**config.mk**
```make
export PLATFORM = sky130hd
export DESIGN_NAME = booth_seq_ctrl
export DESIGN_NICKNAME = d
export VERILOG_FILES = /design/src/rtl/booth_pkg.sv /design/src/rtl/booth_step.sv /design/src/rtl/booth_seq_ctrl.sv
export SDC_FILE = /design/constraint.sdc
export NUM_CORES = 1
export LEC_CHECK = 0
export CORE_MARGIN = 5
export CORE_UTILIZATION = 47
export CTS_BUF_LIST = sky130_fd_sc_hd__clkbuf_16
export DETAILED_ROUTE_END_ITERATION = 12
export GPL_ROUTABILITY_DRIVEN = 0
export PLACE_DENSITY = 0.71
export SYNTH_ARGS = -nofsm -noshare
export SYNTH_HDL_FRONTEND = slang
export SYNTH_HIERARCHICAL = 1
export SYNTH_SLANG_ARGS = --single-unit
```
**constraint.sdc**
```tcl
create_clock -name clk -period 2.8 [get_ports clk]
set_input_delay 0.42 -clock clk [delete_from_list [all_inputs] [get_ports clk]]
set_output_delay 0.42 -clock clk [all_outputs]
set_load 0.02 [all_outputs]
```
**src/rtl/booth_pkg.sv**
```systemverilog
// Shared types and constants for the sequential radix-2 Booth multiplier.
// Optional abort port is enabled in the controller by defining BOOTH_ABORT_EN.
package booth_pkg;

  typedef enum logic [1:0] {
    IDLE = 2'd0,
    BUSY = 2'd1,
    DONE = 2'd2
  } state_t;

  // Booth recoding of {QR[0], Q_1}
  localparam logic [1:0] PAIR_SUB = 2'b10;
  localparam logic [1:0] PAIR_ADD = 2'b01;

  function automatic int cnt_width(input int w);
    return $clog2(w + 1);
  endfunction

endpackage

```
**src/rtl/booth_step.sv**
```systemverilog
// One combinational radix-2 Booth substep: conditional add/sub of the
// multiplicand into AC, then arithmetic right shift of {AC, QR, Q_1}.
module booth_step
  import booth_pkg::*;
#(
  parameter int W = 4
) (
  input  logic [W:0]   ac,
  input  logic [W-1:0] br,
  input  logic [W-1:0] qr,
  input  logic         q_1,
  output logic [W:0]   ac_n,
  output logic [W-1:0] qr_n,
  output logic         q_1_n
);

  logic [W:0] brx;
  logic [W:0] sum;

  always_comb begin
    brx = {br[W-1], br};
    case ({qr[0], q_1})
      PAIR_SUB: sum = ac - brx;
      PAIR_ADD: sum = ac + brx;
      default:  sum = ac;
    endcase
    ac_n  = {sum[W], sum[W:1]};
    qr_n  = {sum[0], qr[W-1:1]};
    q_1_n = qr[0];
  end

endmodule

```
**src/rtl/booth_seq_ctrl.sv**
```systemverilog
// Sequential radix-2 Booth multiplier: valid/ready in, one substep per clock,
// valid/ready out. Define BOOTH_ABORT_EN to add the abort input.
module booth_seq_ctrl
  import booth_pkg::*;
#(
  parameter int W = 4
) (
  input  logic           clk,
  input  logic           rst_n,
  input  logic           in_valid,
  output logic           in_ready,
  input  logic [W-1:0]   multiplicand,
  input  logic [W-1:0]   multiplier,
  output logic           out_valid,
  input  logic           out_ready,
`ifdef BOOTH_ABORT_EN
  input  logic           abort,
`endif
  output logic [2*W-1:0] product,
  output logic           busy
);

  localparam int CW = cnt_width(W);

  state_t         state, state_n;
  logic [W:0]     ac, ac_n;
  logic [W-1:0]   br;
  logic [W-1:0]   qr, qr_n;
  logic           q_1, q_1_n;
  logic [CW-1:0]  count;
  logic           abort_w;
  logic           last_step;

`ifdef BOOTH_ABORT_EN
  assign abort_w = abort;
`else
  assign abort_w = 1'b0;
`endif

  assign last_step = (count == CW'(1));

  booth_step #(.W(W)) u_step (
    .ac    (ac),
    .br    (br),
    .qr    (qr),
    .q_1   (q_1),
    .ac_n  (ac_n),
    .qr_n  (qr_n),
    .q_1_n (q_1_n)
  );

  always_ff @(posedge clk or negedge rst_n) begin
    if (!rst_n) state <= IDLE;
    else        state <= state_n;
  end

  always_comb begin
    state_n = state;
    case (state)
      IDLE: if (in_valid)                   state_n = BUSY;
      BUSY: if (abort_w)                    state_n = IDLE;
            else if (last_step)             state_n = DONE;
      DONE: if (abort_w || out_ready)       state_n = IDLE;
      default:                              state_n = IDLE;
    endcase
  end

  always_comb begin
    in_ready  = (state == IDLE);
    busy      = (state == BUSY);
    out_valid = (state == DONE);
  end

  // Product is captured from the post-step value so it is ready on entry to DONE.
  always_ff @(posedge clk or negedge rst_n) begin
    if (!rst_n) begin
      ac      <= '0;
      br      <= '0;
      qr      <= '0;
      q_1     <= 1'b0;
      count   <= '0;
      product <= '0;
    end else begin
      case (state)
        IDLE: begin
          if (in_valid) begin
            br    <= multiplicand;
            qr    <= multiplier;
            ac    <= '0;
            q_1   <= 1'b0;
            count <= CW'(W);
          end
        end
        BUSY: begin
          if (!abort_w) begin
            ac    <= ac_n;
            qr    <= qr_n;
            q_1   <= q_1_n;
            count <= count - CW'(1);
            if (last_step) product <= {ac_n[W-1:0], qr_n};
          end
        end
        default: ;
      endcase
    end
  end

endmodule

```
==> impl_metrics.py, run 1 <==
metrics = {
    "outcome": {
        "outcome": "finished, final reports clean",
    },
    "worst_setup_path": {
        "crit_required_ns": 2.94,
        "crit_buf_inv": 1,
        "crit_family": "multiplexers",
        "worstPathCellList": "inv_1, ha_1, mux2_2, fa_1, a21o_1, a21oi_4, mux2i_1, a32o_1, mux2_2",
        "timing.rr.start": "qr[0]",
        "cp_slowest_cell": "fa_1",
        "cpMostUsedCell": "mux2_2",
        "end_kind": "flop",
        "worstPathMaxFanout": 6,
        "start_kind": "flop",
        "cp_slowest_stage_delay_ns": 0.43,
        "startpoint": "qr[0]",
        "worstPathArrival_ns": 2.83,
        "worstSetupPathType": "flop to flop",
    },
    "timing": {
        "setup_viol": 0,
        "fmax_ghz": 0.372,
        "worst_pin_slew_ns": 0.664,
        "period_minus_slack_ns": 2.69,
        "finalCritPeriodShare_pct": 96.1,
        "slew_headroom_pct": 55.6,
        "finalSetupTns_ns": 0,
        "slew_viol_final": 0,
        "fin_skew_ns": 0.00612,
        "rsz0062_at_grt": "false",
        "finalHoldViolCount": 0,
    },
    "power": {
        "swShare_pct": 38.9,
        "pwr-share-clk_pct": 12.0,
        "power.density_nw_per_um2": 1460,
        "seqPwrFrac_pct": 28.6,
        "p_leak_nw": 0.812,
        "p_sw_mw": 1.04,
        "vdd_drop_max_mv": 0.727,
        "p_comb_share_pct": 59.4,
        "power.internal_mw": 1.63,
    },
    "clock_tree": {
        "cts-root-buf": "clkbuf_16",
        "cts_max_level": 1,
        "cts_setup_buffers": 0,
        "clock-sinks": 27,
        "clkLatencyLatePin_ns": 0.26,
        "cts_buffers": 3,
        "cts_tree": "built",
        "ctsResizeCount": 0,
        "cts.clk_slew.worst_paths_ns": 0.07,
        "cts_hold_buf": 0,
        "clk_path_buf_depth": 2,
    },
    "layout": {
        "antennaDiodeCount": 0,
        "areaGrowthSynthToFinish_pct": 18.9,
        "fin_cells": 189,
        "drive_above_1_share_pct": 22.8,
        "postLayoutCoreUtil_pct": 59.0,
        "fin_nets": 168,
    },
    "floorplanning": {
        "pin_count": 23,
        "die-area_um2": 4520,
        "dieWidth_um": 67.2,
        "fp-row-count": 20,
        "core_area_um2": 3100,
        "dieHeight_um": 67.2,
        "start_util_pct": 49.6,
    },
    "global_routing": {
        "grt_pass1_vias": 1012,
        "grt_pass1_wl_um": 4750,
        "antenna_found_initial": 0,
        "grt-ovfl-total": 0,
        "grt_max_degree": 28,
        "grtUsageTotal_pct": 13.7,
    },
    "drt": {
        "drt-total-wl_um": 2740,
        "drtIter0Drc": 47,
        "first_pass_iters": 4,
        "antenna_left": 0,
        "routedWlPerCell_um": 14.5,
        "avgViaCountPerCell": 5.34,
        "drc": 0,
        "vias": 1009,
    },
    "synth": {
        "synthFlopType": "dfrtp_1",
        "yosys.area.top_type": "dfrtp_1",
        "yosys-top-cells-count": "dfrtp_1, mux2_2, ha_1",
        "synth_seq_cells": 27,
        "yosys_warnings": 6,
        "synth_top_area_share_pct": 43.9,
        "synth_seq_area_share_pct": 43.9,
        "async_reset_ff_share_pct": 100,
        "synth_edf_count": 0,
        "synth_area_leaders": "dfrtp_1, mux2_2, ha_1",
        "syn_inst": 127,
        "synth.most_common_cell": "dfrtp_1",
        "yosysUniqueCellTypes": 39,
        "synth_fp_nets": 149,
        "syn-mean-instance-area_um2": 12.1,
        "syn_area_um2": 1540,
    },
    "worst_hold_path": {
        "min_path_type": "flop to flop",
        "worstHoldStart": "product[6]",
    },
    "placement": {
        "dp_cells": 185,
        "hpwl_um": 2050,
        "place.port_buffers": 22,
    },
    "flow_run": {
        "cap_violations": 0,
    },
}
[worst reg2reg max path, delay by kind of cell, from the launching register on]
kind	cells	cell delay, ns
adders and majority gates	2	0.69
DFF	1	0.39
muxes	3	0.76
AOI/OAI and AO/OA	3	0.66
buffers and inverters	1	0.07
[placed cells by master, fill, tap and decap left out, drive strengths merged, types with 2 or more instances in the layout]
cell	Yosys	final
a21oi	3	3
or4b	4	4
xor2	2	2
nor3	2	2
dfrtp	27	27
inv	8	8
xnor2	3	3
clkbuf	2	3
clkdlybuf4s50	0	22
nor3b	2	2
mux2i	2	2
o21ai	3	3
nand2	5	5
nor2	5	5
a21o	2	2
a22o	6	6
mux2	15	15
buf	8	2
o221a	4	4
ha	9	9
[through the flow]
step           hold slack, ns  instance area (µm²)  total power, mW  worst slack [ns]
2_1_floorplan           0.124                 1540             2.04             0.216
6_report                0.507                 1830             2.67             0.110
3_5_place_dp            0.489                 1750             2.36             0.121
4_1_cts                 0.511                 1830             2.70             0.104
3_3_place_gp            0.490                 1750             2.31             0.190
5_1_grt                 0.523                 1830             2.90           0.00937
[metal layers]
metal	routed length, µm	GRT usage, %	share of wire, %	vias up
li1	-	-	-	490
met1	1290	19.0	47	499
met2	1320	21.8	48	16
met3	86	2.33	3.1	4
met4	42	4.56	1.5	0
met5	0	0	0	-
[registers in the layout (all words and copies together) (netlist names)]
signal and cells:
ac 5, br 4, count 3, product 8
q_1 1, qr 4, state 2
[final timing paths]
kind	cells after the start	slack [ns]	to
max in group asynchronous	2	2.02	br[3]
setup reg to reg	9	0.11	product[7]
hold reg to reg	1	0.51	product[6]
setup / recovery	9	0.11	product[7]
min in group asynchronous	2	0.53	qr[0]
hold / removal	1	0.51	product[6]
[layout make-up]
class	count	area, µm²
fillers	282	1270
clock buffers	3	75.1
well taps	44	55.1
repair buffers	24	235
flip-flops and latches	27	676
inverters	8	30.0
multi-input cells	82	756
clock inverters	1	5.00
[cells by family after synthesis]
logic type      synth area share (%)
compound gates                  14.1
xor+xnor                        2.84
fa+ha+maj                       8.61
buf+inv                         7.07
flops                           43.9
mux                             12.3
simple gates                    11.2
[power by group through the flow]
stage | combinational, mW | clock, mW | sequential (mW)
3_3_place_gp | 1.55 | 0 | 0.764
3_5_place_dp | 1.58 | 0 | 0.772
4_1_cts | 1.60 | 0.329 | 0.767
6_report | 1.58 | 0.320 | 0.764
2_1_floorplan | 1.26 | 0 | 0.781
5_1_grt | 1.75 | 0.348 | 0.798
No activity file was read; power rests on OpenSTA's default activity.
==> run 2: changes to the inputs <==
Settings changed: CORE_MARGIN 5 to 2, CTS_CLUSTER_SIZE set to 28, PLACE_DENSITY 0.71 to 0.69.
==> run 2 against run 1 <==
First-iteration DRC count is 51% lower. Cell count stayed put. Sequential power hardly changed. Combinational power hardly changed. Clock power is 2% higher. Die area is 17% lower. Hold slack worse by 0.0032 ns. Utilization is 0.48 points higher.
==> impl_metrics.py, run 2 (same netlist as run 1, synthesis figures left out) <==
metrics = {
    "global_routing": {
        "grt-ovfl-total": 0,
        "grtUsageTotal_pct": 17.6,
        "antenna_found_initial": 0,
        "grt_pass1_wl_um": 4690,
        "grt_pass1_vias": 1023,
        "grt_max_degree": 28,
    },
    "worst_setup_path": {
        "timing.rr.start": "qr[0]",
        "reg2reg_slack_ns": 0.09,
        "end_kind": "flop",
        "cpMostUsedCell": "mux2_2",
        "worstPathCellList": "inv_1, ha_1, mux2_2, fa_1, a21o_1, a21oi_4, mux2i_1, a32o_1, mux2_2",
        "cp_slowest_stage_delay_ns": 0.44,
        "crit_family": "multiplexers",
        "worstPathMaxFanout": 6,
        "start_kind": "flop",
        "cp_slowest_cell": "fa_1",
        "crit_required_ns": 2.95,
        "startpoint": "qr[0]",
        "crit_buf_inv": 1,
        "worstSetupPathType": "flop to flop",
        "worstPathArrival_ns": 2.86,
    },
    "flow_run": {
        "cap_violations": 0,
    },
    "drt": {
        "drtIter0Drc": 23,
        "drc": 0,
        "antenna_left": 0,
        "first_pass_iters": 5,
        "drt-total-wl_um": 2800,
        "routedWlPerCell_um": 14.8,
        "vias": 1003,
        "avgViaCountPerCell": 5.31,
    },
    "clock_tree": {
        "cts.clk_slew.worst_paths_ns": 0.06,
        "cts_hold_buf": 0,
        "cts_tree": "built",
        "clock-sinks": 27,
        "cts_max_level": 1,
        "cts-root-buf": "clkbuf_16",
        "clkLatencyLatePin_ns": 0.26,
        "clk_path_buf_depth": 2,
        "ctsResizeCount": 0,
        "cts_buffers": 3,
        "cts_setup_buffers": 0,
    },
    "power": {
        "p_leak_nw": 0.812,
        "total_power_mw": 2.69,
        "power.internal_mw": 1.63,
        "power.density_nw_per_um2": 1470,
        "seqPwrFrac_pct": 28.4,
        "p_comb_share_pct": 59.5,
        "p_sw_mw": 1.06,
        "pwr-share-clk_pct": 12.1,
        "vdd_drop_max_mv": 0.506,
        "swShare_pct": 39.4,
    },
    "timing": {
        "period_minus_slack_ns": 2.71,
        "worst_pin_slew_ns": 0.664,
        "slew_headroom_pct": 55.6,
        "layout_setup_ws_ns": 0.0882,
        "fin_skew_ns": 0.00255,
        "finalHoldViolCount": 0,
        "fmax_ghz": 0.369,
        "slew_viol_final": 0,
        "setup_viol": 0,
        "finalCritPeriodShare_pct": 96.9,
        "finalSetupTns_ns": 0,
        "rsz0062_at_grt": "false",
    },
    "layout": {
        "largest_reg_flops": 8,
        "areaGrowthSynthToFinish_pct": 18.9,
        "fin_nets": 168,
        "layout.cells.most_common_list": "dfrtp_1, clkdlybuf4s50_1, mux2_2, ha_1, inv_1",
        "top_register": "product",
        "stdcell_area_um2": 1830,
        "n_fill_cell": 266,
        "drive_above_1_share_pct": 22.8,
        "antennaDiodeCount": 0,
        "mostFrequentLayoutCell": "dfrtp_1",
        "reg_top3": "product: 8 flops, ac: 5 flops",
    },
    "placement": {
        "place.port_buffers": 22,
        "hpwl_um": 2110,
        "dp_slack_ns": 0.108,
        "placed_area_um2": 1750,
    },
    "worst_hold_path": {
        "min_path_type": "flop to flop",
        "worstHoldStart": "count[0]",
    },
    "floorplanning": {
        "core_area_um2": 3080,
        "dieWidth_um": 61.2,
        "die-area_um2": 3750,
        "dieHeight_um": 61.2,
        "pin_count": 23,
        "fp-row-count": 20,
        "start_util_pct": 50.0,
    },
    "outcome": {
        "outcome": "finished, final reports clean",
    },
}
## run 2: cell counts in the layout (fill, tap and decap cells not counted)
No cell type changed its count.
## run 2: path summary, 6_finish.rpt
check,endpoint,cells past startpoint
min reg2reg,count[0],1
min,count[0],1
max reg2reg,product[7],9
max in group asynchronous,ac[4],2
max,product[7],9
min in group asynchronous,count[1],2
## run 2: power by group through the flow
stage / combinational [mW] / clock (mW) / sequential [mW]
after global placement: 1.54 / 0 / 0.762
after floorplan: 1.26 / 0 / 0.781
after global routing: 1.75 / 0.351 / 0.794
after CTS: 1.61 / 0.333 / 0.765
final: 1.60 / 0.325 / 0.763
after detailed placement: 1.60 / 0 / 0.772
## run 2: through the flow
step	hold slack, ns	cells	util, %
2_1_floorplan	0.124	127	-
3_3_place_gp	0.487	185	56.9
3_5_place_dp	0.494	185	56.9
4_1_cts	0.506	189	59.5
5_1_grt	0.519	189	59.5
6_report	0.504	189	59.5
## run 2: metal layers
| metal | share of wire (%) | global-route usage [%] |
|---|---|---|
| met1 | 45 | 20.9 |
| met2 | 51 | 30.2 |
| met3 | 3.1 | 3.78 |
| met4 | 1.8 | 8.39 |
| met5 | 0 | 0 |
## run 2: cell type report
cell class                 count  area, µm²  area share (%)
multi-input combinational     82        756            41.3
sequential                    27        676            36.9
timing repair buffer          24        235            12.8
clock buffer                   3       75.1            4.10
tap                           44       55.1            3.01
inverter                       8       30.0            1.64
clock inverter                 1       5.00           0.273
